File: config.mk
export PLATFORM = sky130hd
export DESIGN_NAME = rr_burst_arbiter
export DESIGN_NICKNAME = d
export VERILOG_FILES = /design/src/rtl/rr_burst_arbiter.sv
export SDC_FILE = /design/constraint.sdc
export NUM_CORES = 1
export LEC_CHECK = 0
export BUFFER_PORTS_ARGS = -buffer_cell sky130_fd_sc_hd__buf_2
export CAP_MARGIN = 20
export CORE_MARGIN = 2
export CORE_UTILIZATION = 35
export DETAILED_ROUTE_END_ITERATION = 8
export GPL_ROUTABILITY_DRIVEN = 0
export PLACE_DENSITY = 0.51
export SLEW_MARGIN = 20
export SYNTH_ARGS = -nofsm -noshare
export SYNTH_HDL_FRONTEND = slang
export SYNTH_SLANG_ARGS = --single-unit
export TNS_END_PERCENT = 100
File: constraint.sdc
create_clock -name clk -period 2.42 [get_ports clk]
set_input_delay 0.484 -clock clk [delete_from_list [all_inputs] [get_ports clk]]
set_output_delay 0.484 -clock clk [all_outputs]
set_load 0.05 [all_outputs]
File: src/rtl/rr_burst_arbiter.sv
// Round-robin arbiter with burst hold: grants are held until done, request withdrawal or MAX_BURST.
// Optional RR_TURNAROUND_EN inserts a one-cycle idle gap (GAP state) after every release.
module rr_burst_arbiter #(
  parameter int N         = 4,
  parameter int MAX_BURST = 8
) (
  input  logic                 clk,
  input  logic                 reset,
  input  logic [N-1:0]         req,
  input  logic                 done,
  output logic [N-1:0]         grant,
  output logic                 grant_valid,
  output logic [$clog2(N)-1:0] grant_id,
  output logic                 burst_last
);

  localparam int IW = $clog2(N);
  localparam int CW = $clog2(MAX_BURST) + 1;
  localparam logic [CW-1:0] CNT_LAST = CW'(MAX_BURST - 1);

  localparam logic [1:0] S_IDLE  = 2'd0;
  localparam logic [1:0] S_GRANT = 2'd1;
`ifdef RR_TURNAROUND_EN
  localparam logic [1:0] S_GAP   = 2'd2;
`endif

  logic [1:0]    state_q, state_d;
  logic [IW-1:0] ptr_q, ptr_d;
  logic [CW-1:0] cnt_q, cnt_d;
  logic [N-1:0]  grant_q, grant_d;
  logic          grant_valid_q, grant_valid_d;
  logic [IW-1:0] grant_id_q, grant_id_d;
  logic          burst_last_q, burst_last_d;

  logic          do_arb;
  logic          rel;
  logic [IW-1:0] arb_ptr;
  logic [IW-1:0] ptr_nxt;
  logic [CW-1:0] cnt_inc;
  logic [IW:0]   pick_res;

  // Returns {found, index}: lowest request at or above p, else lowest request overall.
  function automatic logic [IW:0] pick(input logic [N-1:0] r, input logic [IW-1:0] p);
    logic          found_hi, found_lo;
    logic [IW-1:0] idx_hi, idx_lo;
    found_hi = 1'b0;
    found_lo = 1'b0;
    idx_hi   = '0;
    idx_lo   = '0;
    for (int i = N - 1; i >= 0; i--) begin
      if (r[i] && (i >= int'(p))) begin
        found_hi = 1'b1;
        idx_hi   = IW'(i);
      end
      if (r[i]) begin
        found_lo = 1'b1;
        idx_lo   = IW'(i);
      end
    end
    return found_hi ? {1'b1, idx_hi} : {found_lo, idx_lo};
  endfunction

  always_comb begin
    state_d      = state_q;
    ptr_d        = ptr_q;
    cnt_d        = cnt_q;
    grant_d      = grant_q;
    grant_id_d   = grant_id_q;
    burst_last_d = 1'b0;
    do_arb       = 1'b0;
    arb_ptr      = ptr_q;
    pick_res     = '0;
    rel          = done || !req[grant_id_q] || (cnt_q == CNT_LAST);
    ptr_nxt      = (grant_id_q == IW'(N - 1)) ? '0 : grant_id_q + IW'(1);
    cnt_inc      = cnt_q + CW'(1);

    case (state_q)
      S_GRANT: begin
        if (rel) begin
          ptr_d = ptr_nxt;
`ifdef RR_TURNAROUND_EN
          state_d = S_GAP;
          grant_d = '0;
          cnt_d   = '0;
`else
          arb_ptr = ptr_nxt;
          do_arb  = 1'b1;
`endif
        end else begin
          cnt_d        = cnt_inc;
          burst_last_d = (cnt_inc == CNT_LAST);
        end
      end
      default: do_arb = 1'b1;
    endcase

    // Handoff path shares the idle arbitration, using the already-advanced pointer.
    if (do_arb) begin
      pick_res = pick(req, arb_ptr);
      cnt_d    = '0;
      if (pick_res[IW]) begin
        state_d      = S_GRANT;
        grant_d      = N'(1) << pick_res[IW-1:0];
        grant_id_d   = pick_res[IW-1:0];
        burst_last_d = (MAX_BURST == 1);
      end else begin
        state_d = S_IDLE;
        grant_d = '0;
      end
    end

    grant_valid_d = |grant_d;
  end

  always_ff @(posedge clk or posedge reset) begin
    if (reset) begin
      state_q       <= S_IDLE;
      ptr_q         <= '0;
      cnt_q         <= '0;
      grant_q       <= '0;
      grant_valid_q <= 1'b0;
      grant_id_q    <= '0;
      burst_last_q  <= 1'b0;
    end else begin
      state_q       <= state_d;
      ptr_q         <= ptr_d;
      cnt_q         <= cnt_d;
      grant_q       <= grant_d;
      grant_valid_q <= grant_valid_d;
      grant_id_q    <= grant_id_d;
      burst_last_q  <= burst_last_d;
    end
  end

  assign grant       = grant_q;
  assign grant_valid = grant_valid_q;
  assign grant_id    = grant_id_q;
  assign burst_last  = burst_last_q;

endmodule
==> out/qor.csv <==
metric,value,unit
clk_latency,0.28,ns
worst_ep_required_time,2.60,ns
ctsHoldBuffers,0,
setup_violations,0,
die_area,0.00290,sq mm
numCtsBuffers,3,
r2r_slack,0.36,ns
clkSlewWorstSetupHoldPaths,0.09,ns
syn-cell-area,868,sq um
slowest_stage,dfrtp_1,
end_kind,flop,
slew-limit-headroom,0.610,
yosysTopAreaCellShare,0.432,
layout-drive-gt1-share,0.279,
post-route-period-util,0.852,
grt_pass1_vias,686,
drtIter0Drc,12,
status,completed,
r2r-start,cnt_q[0],
drv_slew,0,
async_flop_share,1.00,
hold_viol_final,0,
grt_overflow,0,
cts_root_buffer,clkbuf_4,
path_class,flop to flop,
cts_tree,done,
power.total,1.30,mW
core_area,0.00241,sq mm
r2r_cells,7,
cp-start-kind,flop,
yosysMostFrequentCell,dfrtp_1,
ant_nets,0,
yosys_warnings,0,
ys.flop_type,dfrtp_1,
drcViolationCount,0,
finalCriticalPeriod,2.06,ns
cp_max_fo,7,
ctsResizeCount,0,
syn-instance-count,85,
routed_via_density,5.22,
dieHeight,53.8,um
ir_drop,0.690,mV
post-cts-setup-buffers,0,
path_cells,"ha_1, and3b_2, o21ai_4, nand2_4, a211o_1, a32o_2, a32o_1",
grt_use_total,0.144,
power_leakage,0.470,nW
r2r_end,grant[1],
drt_first_pass_iters,4,
n_fill_cell,248,
grt_max_degree,16,
clockBufferDepth,2,
grt_pass1_wl,2.96,mm
synth_area_leaders,"dfrtp_1, ha_1, nand2_1, nor2_1, mux2_2",
cpPeakStageDelay,0.42,ns
start_util,0.360,
cts_max_level,1,
synth_edf_count,0,
rsz0062_at_grt,no,
ys_seq_area_frac,0.432,
nets,115,
routed_wl,1.76,mm
antenna_found_initial,0,
io_pins,15,
vias,700,
dp_hpwl,1.36,mm
clock-sinks,15,
port_buffers,14,
wl_per_cell,13.1,um
area_delta_synth_final,16.3,%
die_w,53.8,um
arrival,2.24,ns
rows,18,
synth_cell_types,38,
tns,0,ns
max_freq,485,MHz
syn_area_per_cell,10.2,sq um
diodes,0,
ys_ff_latch,15,
syn_nets,95,
worstMarginPinSlew,0.584,ns
min_path_type,primary input to async pin,
synthTopCellsByCount,"dfrtp_1, nand2_1, nor2_1",
yosysTopAreaCell,dfrtp_1,
skew,0.00608,ns
cap_violations,0,
power_density,1290,mW/mm^2
-- report_power, final --
group	internal, mW	switching [mW]	total [mW]
combinational	0.282	0.466	0.748
clock	0.0638	0.0801	0.144
sequential	0.330	0.0772	0.407
-- worst max-delay path by stage --
| stage | slack (ns) | endpoint | cells after the start | start |
|---|---|---|---|---|
| final | 0.36 | grant[1] | 7 | cnt_q[0] |
| after global routing | 0.27 | grant[1] | 7 | cnt_q[0] |
| after CTS | 0.35 | grant[1] | 7 | cnt_q[0] |
| after detailed placement | 0.36 | grant[1] | 7 | cnt_q[0] |
| after global placement | 0.38 | grant[1] | 7 | req[0] |
| after floorplan | 0.28 | grant[1] | 6 | grant_id[0] |
-- worst max-delay path, delay by kind of cell (launching register included) --
| family | cells | cell delay [ns] |
|---|---|---|
| and+or+nand+nor | 2 | 0.34 |
| DFF | 1 | 0.42 |
| AOI/OAI and AO/OA | 4 | 0.97 |
| adders and majority gates | 1 | 0.23 |
-- cell type report --
type                            instances  area, sq um  area share
Tap cell                               30         37.5      0.0372
Timing Repair Buffer                   15         77.6      0.0768
Inverter                                4         15.0      0.0149
Multi-Input combinational cell         66          478       0.473
Clock buffer                            4         26.3      0.0260
Sequential cell                        15          375       0.372
-- layout by cell type (no fill, tap or decap), types with 2 or more instances in the layout --
cell      netlist  routed
a21oi_1         2       2
a21oi_2         2       2
a32o_1          2       2
buf_2           0      14
clkbuf_4        0       3
dfrtp_1        15      15
ha_1            3       3
inv_1           4       4
mux2_2          2       2
mux2i_1         2       2
nand2_1        10      10
nand3_1         3       3
nor2_1         10      10
nor2b_1         2       2
o21a_1          2       2
o21ai_0         2       2
-- flip-flops by register name (all words and copies together) (netlist names) --
register / cells
grant: 4
grant_valid: 1
grant_id: 2
state_q: 1
burst_last: 1
ptr_q: 2
cnt_q: 4
-- metal layers --
metal | wire [um] | vias to the layer above | track usage
met5 | 0 | - | 0
met4 | 19 | 0 | 0.0641
met3 | 88 | 2 | 0.0222
met2 | 742 | 15 | 0.213
met1 | 911 | 337 | 0.205
li1 | - | 346 | -
-- cells by family after synthesis --
| family | count (synthesis) | synth area share |
|---|---|---|
| DFF | 15 | 0.432 |
| and+or+nand+nor | 34 | 0.199 |
| adders and majority gates | 3 | 0.0432 |
| muxes | 4 | 0.0490 |
| buffers and inverters | 4 | 0.0173 |
| AOI/OAI and AO/OA | 23 | 0.239 |
| xor gates and xnor gates | 2 | 0.0202 |
-- metrics by stage --
step	setup slack (ns)	hold slack [ns]	std cells	instance area, sq um	utilization
floorplan	0.282	0.385	85	868	-
global placement	0.384	0.465	130	983	0.408
detailed placement	0.361	0.477	130	983	0.408
CTS	0.350	0.266	134	1010	0.419
global route	0.268	0.282	134	1010	0.419
finish	0.358	0.248	134	1010	0.419
(Power assumes the default switching activity.)
